[config.mk]
export PLATFORM = sky130hd
export DESIGN_NAME = wb_stage_flat
export DESIGN_NICKNAME = d
export VERILOG_FILES = /design/src/rtl/rv32_pkg.sv /design/src/rtl/wb_stage_if.sv /design/src/rtl/wb_stage_load_align.sv /design/src/rtl/wb_stage.sv /design/src/flat_wrapper.sv
export SDC_FILE = /design/constraint.sdc
export NUM_CORES = 1
export LEC_CHECK = 0
export ABC_AREA = 0
export BUFFER_PORTS_ARGS = -buffer_cell sky130_fd_sc_hd__buf_2
export CAP_MARGIN = 15
export CORE_MARGIN = 2
export CORE_UTILIZATION = 51
export CTS_BUF_LIST = sky130_fd_sc_hd__clkbuf_16
export CTS_CLUSTER_DIAMETER = 200
export DETAILED_ROUTE_END_ITERATION = 8
export GPL_ROUTABILITY_DRIVEN = 0
export PLACE_DENSITY = 0.86
export SLEW_MARGIN = 20
export SYNTH_ARGS = -nofsm -noshare
export SYNTH_HDL_FRONTEND = slang
export SYNTH_HIERARCHICAL = 1
export SYNTH_SLANG_ARGS = --single-unit
[constraint.sdc]
create_clock -name clk -period 2.8 [get_ports clk]
set_input_delay 0.42 -clock clk [delete_from_list [all_inputs] [get_ports clk]]
set_output_delay 0.42 -clock clk [all_outputs]
set_load 0.05 [all_outputs]
[src/rtl/rv32_pkg.sv]
// Shared RV32 definitions for the writeback stage: widths, load funct3
// encodings and the writeback state encoding.
package rv32_pkg;

  localparam int XLEN       = 32;
  localparam int REG_ADDR_W = 5;

  localparam logic [2:0] F3_LB  = 3'b000;
  localparam logic [2:0] F3_LH  = 3'b001;
  localparam logic [2:0] F3_LW  = 3'b010;
  localparam logic [2:0] F3_LBU = 3'b100;
  localparam logic [2:0] F3_LHU = 3'b101;

  typedef enum logic [1:0] {
    WB_IDLE     = 2'd0,
    WB_WAIT_MEM = 2'd1,
    WB_WRITE    = 2'd2
  } wb_state_t;

endpackage

[src/rtl/wb_stage_if.sv]
// Bus between execute/memory and the writeback stage, including the
// regfile write port and status outputs.
interface wb_stage_if
  import rv32_pkg::*;
#(
  parameter int CNT_W = 32
);
  logic                  wb_i_valid;
  logic                  wb_o_ready;
  logic [REG_ADDR_W-1:0] wb_i_rd;
  logic                  wb_i_is_load;
  logic [2:0]            wb_i_funct3;
  logic [XLEN-1:0]       wb_i_alu_result;
  logic                  wb_i_mem_rvalid;
  logic [XLEN-1:0]       wb_i_mem_rdata;
  logic [REG_ADDR_W-1:0] wb_o_rf_write_reg;
  logic [XLEN-1:0]       wb_o_rf_write_data;
  logic                  wb_o_err;
  logic [CNT_W-1:0]      wb_o_retire_cnt;

  modport master (
    output wb_i_valid, wb_i_rd, wb_i_is_load, wb_i_funct3, wb_i_alu_result,
           wb_i_mem_rvalid, wb_i_mem_rdata,
    input  wb_o_ready, wb_o_rf_write_reg, wb_o_rf_write_data, wb_o_err,
           wb_o_retire_cnt
  );

  modport slave (
    input  wb_i_valid, wb_i_rd, wb_i_is_load, wb_i_funct3, wb_i_alu_result,
           wb_i_mem_rvalid, wb_i_mem_rdata,
    output wb_o_ready, wb_o_rf_write_reg, wb_o_rf_write_data, wb_o_err,
           wb_o_retire_cnt
  );
endinterface

[src/rtl/wb_stage_load_align.sv]
// Combinational load formatter: selects byte/halfword from an aligned word,
// extends it, and flags misaligned or illegal load encodings.
module load_align
  import rv32_pkg::*;
(
  input  logic [XLEN-1:0] rdata,
  input  logic [2:0]      funct3,
  input  logic [1:0]      addr,
  output logic [XLEN-1:0] data,
  output logic            bad
);

  logic signed [7:0]  byte_sel;
  logic signed [15:0] half_sel;

  always_comb begin
    case (addr)
      2'd0:    byte_sel = rdata[7:0];
      2'd1:    byte_sel = rdata[15:8];
      2'd2:    byte_sel = rdata[23:16];
      default: byte_sel = rdata[31:24];
    endcase
    half_sel = addr[1] ? rdata[31:16] : rdata[15:0];

    data = rdata;
    bad  = 1'b0;
    case (funct3)
      F3_LB:   data = {{(XLEN-8){byte_sel[7]}}, byte_sel};
      F3_LBU:  data = {{(XLEN-8){1'b0}}, byte_sel};
      F3_LH:   begin
        data = {{(XLEN-16){half_sel[15]}}, half_sel};
        bad  = addr[0];
      end
      F3_LHU:  begin
        data = {{(XLEN-16){1'b0}}, half_sel};
        bad  = addr[0];
      end
      F3_LW:   bad = (addr != 2'b00);
      default: bad = 1'b1;
    endcase
  end

endmodule

[src/rtl/wb_stage.sv]
// Writeback stage in front of the register file (write_reg = 0 means no write).
// Optional load timeout enabled by defining WB_LOAD_TIMEOUT_EN.
module wb_stage
  import rv32_pkg::*;
#(
  parameter int TIMEOUT_CYCLES = 255,
  parameter int CNT_W          = 32
)(
  input  logic     clk,
  input  logic     rst,
  wb_stage_if.slave bus
);

  wb_state_t             state;
  logic [REG_ADDR_W-1:0] write_reg;
  logic [XLEN-1:0]       write_data;
  logic                  err;
  logic [CNT_W-1:0]      retire_cnt;

  logic [REG_ADDR_W-1:0] rd_p0;
  logic [2:0]            funct3_p0;
  logic [1:0]            addr_p0;
  logic [XLEN-1:0]       ld_data;
  logic                  ld_bad;
  logic                  ready;
  logic                  accept;

  assign ready  = (state != WB_WAIT_MEM);
  assign accept = bus.wb_i_valid && ready;

`ifdef WB_LOAD_TIMEOUT_EN
  localparam int TW = $clog2(TIMEOUT_CYCLES + 1);
  localparam logic [TW-1:0] TMO_LAST = TW'(TIMEOUT_CYCLES - 1);
  logic [TW-1:0] tmo_cnt;
`else
  logic unused_tmo;
  assign unused_tmo = (TIMEOUT_CYCLES > 0);
`endif

  load_align u_align (
    .rdata  (bus.wb_i_mem_rdata),
    .funct3 (funct3_p0),
    .addr   (addr_p0),
    .data   (ld_data),
    .bad    (ld_bad)
  );

  // Load context captured at accept; the misalign/illegal decision depends
  // only on these fields, so it is fixed from the accept cycle onward.
  always_ff @(posedge clk) begin
    if (accept && bus.wb_i_is_load) begin
      rd_p0     <= bus.wb_i_rd;
      funct3_p0 <= bus.wb_i_funct3;
      addr_p0   <= bus.wb_i_alu_result[1:0];
    end
  end

  always_ff @(posedge clk or negedge rst) begin
    if (!rst) begin
      state      <= WB_IDLE;
      write_reg  <= '0;
      write_data <= '0;
      err        <= 1'b0;
      retire_cnt <= '0;
`ifdef WB_LOAD_TIMEOUT_EN
      tmo_cnt    <= '0;
`endif
    end else begin
      err       <= 1'b0;
      write_reg <= '0;
      case (state)
        WB_IDLE, WB_WRITE: begin
          if (state == WB_WRITE) retire_cnt <= retire_cnt + CNT_W'(1);
          if (accept) begin
            if (bus.wb_i_is_load) begin
              state <= WB_WAIT_MEM;
`ifdef WB_LOAD_TIMEOUT_EN
              tmo_cnt <= '0;
`endif
            end else begin
              state      <= WB_WRITE;
              write_reg  <= bus.wb_i_rd;
              write_data <= bus.wb_i_alu_result;
            end
          end else begin
            state <= WB_IDLE;
          end
        end
        WB_WAIT_MEM: begin
          if (bus.wb_i_mem_rvalid) begin
            if (ld_bad) begin
              err        <= 1'b1;
              retire_cnt <= retire_cnt + CNT_W'(1);
              state      <= WB_IDLE;
            end else begin
              write_reg  <= rd_p0;
              write_data <= ld_data;
              state      <= WB_WRITE;
            end
          end
`ifdef WB_LOAD_TIMEOUT_EN
          else if (tmo_cnt == TMO_LAST) begin
            err        <= 1'b1;
            retire_cnt <= retire_cnt + CNT_W'(1);
            state      <= WB_IDLE;
          end else begin
            tmo_cnt <= tmo_cnt + TW'(1);
          end
`endif
        end
        default: state <= WB_IDLE;
      endcase
    end
  end

  assign bus.wb_o_ready         = ready;
  assign bus.wb_o_rf_write_reg  = write_reg;
  assign bus.wb_o_rf_write_data = write_data;
  assign bus.wb_o_err           = err;
  assign bus.wb_o_retire_cnt    = retire_cnt;

endmodule

[src/flat_wrapper.sv]
// flat-port wrapper written by rule: the top's interface ports become plain ports
module wb_stage_flat import rv32_pkg::*;
#(
  parameter int TIMEOUT_CYCLES = 255,
  parameter int CNT_W          = 32
)
  (clk, rst, bus_wb_i_valid, bus_wb_i_rd, bus_wb_i_is_load, bus_wb_i_funct3, bus_wb_i_alu_result, bus_wb_i_mem_rvalid, bus_wb_i_mem_rdata, bus_wb_o_ready, bus_wb_o_rf_write_reg, bus_wb_o_rf_write_data, bus_wb_o_err, bus_wb_o_retire_cnt);
  wb_stage_if #(.CNT_W(CNT_W)) bus_i ();
  input  logic clk;
  input  logic rst;
  input wire logic [$bits(bus_i.wb_i_valid)-1:0] bus_wb_i_valid;
  input wire logic [$bits(bus_i.wb_i_rd)-1:0] bus_wb_i_rd;
  input wire logic [$bits(bus_i.wb_i_is_load)-1:0] bus_wb_i_is_load;
  input wire logic [$bits(bus_i.wb_i_funct3)-1:0] bus_wb_i_funct3;
  input wire logic [$bits(bus_i.wb_i_alu_result)-1:0] bus_wb_i_alu_result;
  input wire logic [$bits(bus_i.wb_i_mem_rvalid)-1:0] bus_wb_i_mem_rvalid;
  input wire logic [$bits(bus_i.wb_i_mem_rdata)-1:0] bus_wb_i_mem_rdata;
  output wire logic [$bits(bus_i.wb_o_ready)-1:0] bus_wb_o_ready;
  output wire logic [$bits(bus_i.wb_o_rf_write_reg)-1:0] bus_wb_o_rf_write_reg;
  output wire logic [$bits(bus_i.wb_o_rf_write_data)-1:0] bus_wb_o_rf_write_data;
  output wire logic [$bits(bus_i.wb_o_err)-1:0] bus_wb_o_err;
  output wire logic [$bits(bus_i.wb_o_retire_cnt)-1:0] bus_wb_o_retire_cnt;
  assign bus_i.wb_i_valid = bus_wb_i_valid;
  assign bus_i.wb_i_rd = bus_wb_i_rd;
  assign bus_i.wb_i_is_load = bus_wb_i_is_load;
  assign bus_i.wb_i_funct3 = bus_wb_i_funct3;
  assign bus_i.wb_i_alu_result = bus_wb_i_alu_result;
  assign bus_i.wb_i_mem_rvalid = bus_wb_i_mem_rvalid;
  assign bus_i.wb_i_mem_rdata = bus_wb_i_mem_rdata;
  assign bus_wb_o_ready = bus_i.wb_o_ready;
  assign bus_wb_o_rf_write_reg = bus_i.wb_o_rf_write_reg;
  assign bus_wb_o_rf_write_data = bus_i.wb_o_rf_write_data;
  assign bus_wb_o_err = bus_i.wb_o_err;
  assign bus_wb_o_retire_cnt = bus_i.wb_o_retire_cnt;
  wb_stage #(.TIMEOUT_CYCLES(TIMEOUT_CYCLES), .CNT_W(CNT_W)) u_core (.clk(clk), .rst(rst), .bus(bus_i));
endmodule
Yosys cells after proc, flatten, opt, wreduce, memory -nomap -nowiden
Cells that the tools add are included.

Input bits: 77. Output and inout port bits: 71. Bits in registers: 82.

Muxes and demuxes: 26. Reductions and logical operators: 12. Add/subtract/negate cells: 1. Eq/ne operators: 15.

Operators with widths (count): two-way mux 32 bit (7); case mux 32 bit (2 select lines) (2); case mux 32 bit (4 select lines) (1); adder 32 x 1 -> 32 bit (second input constant) (1); case mux 8 bit (3 select lines) (1); two-way mux 5 bit (4); two-way mux 16 bit (1); case mux 5 bit (2 select lines) (1); two-way mux 2 bit (4); inequality test 2 x 1 -> 1 bit (second input constant) (4); equality test 3 bit (second input constant) (2); inequality test 2 bit (second input constant) (3); OR reduction 2 bit (3); AND reduction 5 bit (1); equality test 2 x 1 -> 1 bit (second input constant) (2); equality test 2 bit (second input constant) (2); zero test 2 bit (2); case mux 2 bit (2 select lines) (1); AND reduction 4 bit (1); nonzero test 2 bit (2); equality test 3 x 1 -> 1 bit (second input constant) (1); equality test 3 x 2 -> 1 bit (second input constant) (1); zero test 3 bit (1); two-way mux 1 bit (3); 2 further kinds (3).

Depth between registers and ports, before layout
Depth in word-level cells: 6. Depth in mapped cells: 11. Depth with buffers taken out: 6.

Cells and area by module
The synthesis kept the hierarchy.

Modules (own cells, without submodules): wb_stage (area each 3594.7 sq um, cells each 301, sequential area each 2102.0 sq um, times used 1); load_align (area each 793.3 sq um, cells each 97, sequential area each 0.0 sq um, times used 1).

Worst setup path before layout
OpenSTA, ideal clock, no wires.

Kind: register to register. Start: register u_core.funct3_p0[1]. End: register u_core.retire_cnt[8] (netlist: u_core/bus.wb_o_retire_cnt[8]). Arrival time: 2041 ps. Cell stages (with the launch flop): 10. Path buffers: 3. Path slack: 617 ps. Period minus slack after synthesis: 2183 ps. Path through: edfxtp_1 buf_1 clkbuf_1 a21oi_1 a21oi_1 nand4b_1 a21oi_4 buf_6 nand4_1 xnor2_1.

Cells in the longest elaborated chain, start to end: 5. Elaborated cells on any way between the ends: 10. Those cells by class: eq/ne (5); mux (1); reduce/logical (4).

Ends and longest elaborated chain: start: declaration (RTL line wb_stage.sv:21) `logic [2:0] funct3_p0;`; start signal: assignment (RTL line wb_stage.sv:53) `funct3_p0 <= bus.wb_i_funct3;`; equality test 3 bit, or another cell as far along (RTL line wb_stage_load_align.sv:27) `case (funct3)`; OR reduction 2 bit (no line); case mux 1 bit (3 select lines) (*) (RTL line wb_stage_load_align.sv:27); named net u_core.ld_bad (RTL line wb_stage.sv:24) `logic ld_bad;`; inequality test 2 x 1 -> 1 bit (no line) (*); AND reduction 4 bit (no line) (*); end signal: assignment (RTL line wb_stage.sv:73) `if (state == WB_WRITE) retire_cnt <= retire_cnt + CNT_W'(1);`; end signal: assignment (RTL line wb_stage.sv:93) `retire_cnt <= retire_cnt + CNT_W'(1);`; end: declaration (RTL line wb_stage.sv:18) `logic [CNT_W-1:0] retire_cnt;`.

The timed path passes the listed nets; every way through them passes the cells marked *. A chain may end at the register's enable or synchronous reset.

Worst setup path after layout
Start: register u_core.addr_p0[0]. End: register u_core.write_data[24] (netlist: u_core/bus.wb_o_rf_write_data[24]).

Cells in the longest elaborated chain, start to end: 6. Elaborated cells on any way between the ends: 12. Those cells by class: eq/ne (3); mux (6); reduce/logical (3).

Ends and longest elaborated chain: start: declaration (RTL line wb_stage.sv:22) `logic [1:0] addr_p0;`; start signal: assignment (RTL line wb_stage.sv:54) `addr_p0 <= bus.wb_i_alu_result[1:0];`; equality test 2 bit, or another cell as far along (RTL line wb_stage_load_align.sv:17) `case (addr)`; case mux 8 bit (3 select lines) (*) (RTL line wb_stage_load_align.sv:17); case mux 32 bit (4 select lines) (*) (RTL line wb_stage_load_align.sv:27); named net u_core.ld_data[24] (RTL line wb_stage.sv:23) `logic [XLEN-1:0] ld_data;`; two-way mux 32 bit (*) (RTL line wb_stage.sv:91) `if (ld_bad) begin`; two-way mux 32 bit (*) (RTL line wb_stage.sv:90) `if (bus.wb_i_mem_rvalid) begin`; case mux 32 bit (2 select lines) (*) (RTL line wb_stage.sv:71) `case (state)`; end signal: assignment (RTL line wb_stage.sv:83) `write_data <= bus.wb_i_alu_result;`; end signal: assignment (RTL line wb_stage.sv:97) `write_data <= ld_data;`; end: declaration (RTL line wb_stage.sv:16) `logic [XLEN-1:0] write_data;`.

The timed path passes the listed nets; every way through them passes the cells marked *. The select of a mux whose other input is x is not followed.

==> impl_table.tex <==
\begin{tabular}{lr}
\hline
Metric & Value \\
\hline
\multicolumn{2}{l}{\textbf{Critical path}} \\
Launching element type of the critical path & flop \\
Crit path cell chain & buf\_4 -> mux4\_2 -> a221oi\_4 -> a21oi\_1 -> mux2i\_1 -> o21ai\_0 \\
Max Fanout on Critical Path & 16 \\
Maximum single-stage delay on the critical path & about 0.68 ns \\
Critical path class & reg -> reg \\
Worst endpoint required time & between 3 and 4 ns \\
Standard cell with the maximum stage delay on the critical path & a221oi\_4 \\
Critical path data arrival time & roughly 2.6 ns \\
Type of element capturing the critical path & flop \\
\multicolumn{2}{l}{\textbf{Floorplanning}} \\
Die height & 96.76 microns \\
Overall die width & about 97 microns \\
Initial Util & a little over half \\
Number of placement rows & 33 \\
Floorplan die area & 9362 sq um \\
Number of ports placed on the die boundary & 148 \\
Core area & slightly above 8000 sq um \\
\multicolumn{2}{l}{\textbf{CTS}} \\
TritonCTS clock tree & yes \\
Post-CTS Setup Inserts & 0 \\
Clk sinks & between 80 and 90 \\
Worst skew pair latency & roughly 0.33 ns \\
Gates resized, CTS repair & 0 \\
Number of H-tree levels & 3 \\
TritonCTS Buffers & 9 \\
Hold buffers post-CTS & 0 \\
Clock root buffer master & clkbuf\_16 \\
Max Buffers Root-to-Sink & 2 \\
Clock slew at the register clock pins of the worst setup and hold paths & 0.07 ns \\
\multicolumn{2}{l}{\textbf{Timing}} \\
Slew headroom & between 30 and 40\% \\
Count of pins over their slew limit & 0 \\
Number of hold-slack violations in the final timing report & 0 \\
Achievable Freq & approximately 420 MHz \\
Tightest Pin Transition & 0.9358 ns \\
Final setup violation count & 0 \\
Final critical-path required period & 2.365 ns \\
Part of the cycle the worst path needs & 84.45\% \\
RSZ-0062 raised after global routing & false \\
Setup TNS Final & 0 ns \\
Hold slack & between 0.2 and 0.25 ns \\
Setup skew after layout & 0.01046 ns \\
\multicolumn{2}{l}{\textbf{Logic synthesis}} \\
Area of the mapped netlist & 4388 sq um \\
Sequential fraction of the synthesis area & between 40\% and 50\% \\
Proportion of synthesized flip-flops having asynchronous set or reset & 87.80\% \\
Area share of the largest cell type after synthesis & around two fifths \\
Net Count, Synth & $\sim$480 \\
Most repeated cell in the gate-level netlist after synthesis & dfrtp\_1 \\
Average footprint of a synthesized cell & approximately 11 sq um \\
Primary flip-flop cell chosen by synthesis mapping & dfrtp\_1 \\
Synthesis warning total & 6 \\
Number of cells produced by synthesis & about 400 \\
Number of flip-flops and latches in the synthesized netlist & between 80 and 90 \\
Top area cells in the synthesized netlist & dfrtp\_1 41\%, mux2i\_1 7.3\%, edfxtp\_1 6.8\%, xnor2\_1 6.0\%, mux4\_1 4.2\% \\
Number of distinct library cells after synthesis & between 40 and 50 \\
Post-synth EDFFs & 10 \\
Library cell with the largest summed area after synthesis & dfrtp\_1 \\
Most frequent cells after synthesis & 72 x dfrtp\_1, 43 x nand2\_1, 33 x o21ai\_0 \\
\multicolumn{2}{l}{\textbf{Global routing}} \\
Global-route wire length before repair & about 19000 microns \\
Antenna violations before repair & 0 \\
Pin count of the biggest net entering global routing & 73 \\
Total gr overflow & 0 \\
Total global-route track usage & roughly 25\% \\
Vias in the first global route & 3909 \\
\multicolumn{2}{l}{\textbf{Cells and area}} \\
Fin cells & between 600 and 700 \\
Synth-to-Final Area Change & 24.84\% \\
Diodes inserted & 0 \\
Layout cells sized above 1 & around 36\% \\
Post-layout nets & a little over 600 \\
Filler Cells Inserted & 631 \\
\multicolumn{2}{l}{\textbf{Power and ir drop}} \\
Total net switching power & 1.588 mW \\
Cell Int Power & $\sim$2.3 mW \\
Worst VDD drop & approximately 0.00044 V \\
Fraction of power consumed by combinational cells & around 33\% \\
Switching share of power & around two fifths \\
Seq pwr share & a little under two fifths \\
Part of the power in the clock network & between 20\% and 30\% \\
Pwr per Cell Area & slightly above 700 nW/um\^{}2 \\
Total leakage power & 2.889 nW \\
\multicolumn{2}{l}{\textbf{Run}} \\
Maximum Capacitance Violations & 0 \\
\multicolumn{2}{l}{\textbf{Routing}} \\
Drt first pass iters & 5 \\
Final routed wirelength across all metal layers & between 10000 and 15000 microns \\
Vias per cell & between 5 and 6 \\
Vias after detailed routing & roughly 3800 \\
Post-DR wirelength/cell & around 18 microns \\
Routed Antenna Nets & 0 \\
DR DRC count & 0 \\
DR iter-0 viols & 198 \\
\multicolumn{2}{l}{\textbf{Place}} \\
I/O Buffers & between 100 and 150 \\
Placed cell count & approximately 630 \\
Detailed placement HPWL & 8359 microns \\
\multicolumn{2}{l}{\textbf{Min path}} \\
Hold Path Class & in -> async \\
\multicolumn{2}{l}{\textbf{Outcome}} \\
Result of the run & completed \\
\hline
\end{tabular}
-- power by group through the flow --
| stage | registers (mW) | clock network (mW) | logic (mW) |
|---|---|---|---|
| finish | 1.50 | 1.14 | 1.29 |
| global route | 1.52 | 1.21 | 1.37 |
| CTS | 1.50 | 1.15 | 1.29 |
| detailed placement | 1.52 | 0 | 1.29 |
| global placement | 1.51 | 0 | 1.25 |
| floorplan | 2.07 | 0 | 0.367 |
-- stage by stage --
step	setup slack [ns]	cell area, sq um	util [%]	power (mW)
finish	0.4354	5478	66.33	3.934
global route	0.2413	5478	66.33	4.101
CTS	0.2008	5450	66.00	3.942
detailed placement	0.2088	5164	62.53	2.802
global placement	0.4121	5164	62.53	2.763
floorplan	0.6172	4388	-	2.438
-- cells in the final DEF (no fill, tap or decap), types with 13 or more instances in the layout --
cell type  netlist  layout
buf_2            9     146
dfrtp_1         72      72
nand2_1         43      43
o21ai_0         33      33
mux2i_1         32      32
xnor2_1         30      30
inv_1           21      21
a21oi_1         19      19
nand3_1         14      14
nand4_1         14      14
and3_1          13      13
-- critical path: cells and delay by family, from the launching register on --
kind / cells / cell delay, ns
AOI/OAI and AO/OA: 3 / 0.91
buffers and inverters: 1 / 0.21
DFF: 1 / 0.38
muxes: 2 / 0.74
-- cell type report --
cell class                      count  area [sq um]  area share [%]
Multi-Input combinational cell    271          2076           37.89
Tap cell                          105         131.4           2.398
Inverter                           21         78.83           1.439
Sequential cell                    82          2102           38.37
Timing Repair Buffer              153         803.3           14.66
Clock buffer                        9         225.2           4.111
Clock inverter                      7         61.31           1.119
-- logic make-up after synthesis --
family | after synthesis | synth area share, %
AO/OA/AOI/OAI | 81 | 12.97
multiplexers | 43 | 12.77
buffers and inverters | 45 | 4.990
AND/OR/NAND/NOR | 115 | 14.88
adder cells (fa/ha/maj) | 1 | 0.2851
flip-flops | 82 | 47.90
XOR/XNOR | 31 | 6.188
-- metal layers --
layer / part of all wire [%] / vias to the layer above / track usage [%]
li1: - / 1732 / -
met1: 41 / 1831 / 31.09
met2: 49 / 187 / 41.29
met3: 7.3 / 34 / 5.997
met4: 3.1 / 0 / 12.46
met5: 0 / - / 0
-- worst paths after layout --
| check | depth (start not counted) | endpoint | slack [ns] | start |
|---|---|---|---|---|
| worst max-delay path | 6 | u_core/bus.wb_o_rf_write_data[24] | 0.44 | u_core/addr_p0[0] |
| worst min-delay path | 1 | u_core/bus.wb_o_rf_write_data[2] | 0.21 | rst |
| worst max register to register | 6 | u_core/bus.wb_o_rf_write_data[24] | 0.44 | u_core/addr_p0[0] |
| worst min register to register | 1 | u_core/bus.wb_o_rf_write_reg[0] | 0.47 | u_core/rd_p0[0] |
| max in group asynchronous | 1 | u_core/bus.wb_o_rf_write_data[10] | 1.96 | rst |
| min in group clk | 1 | u_core/funct3_p0[2] | 0.27 | bus_wb_i_funct3[2] |
Power figures use the tool's default switching activity.
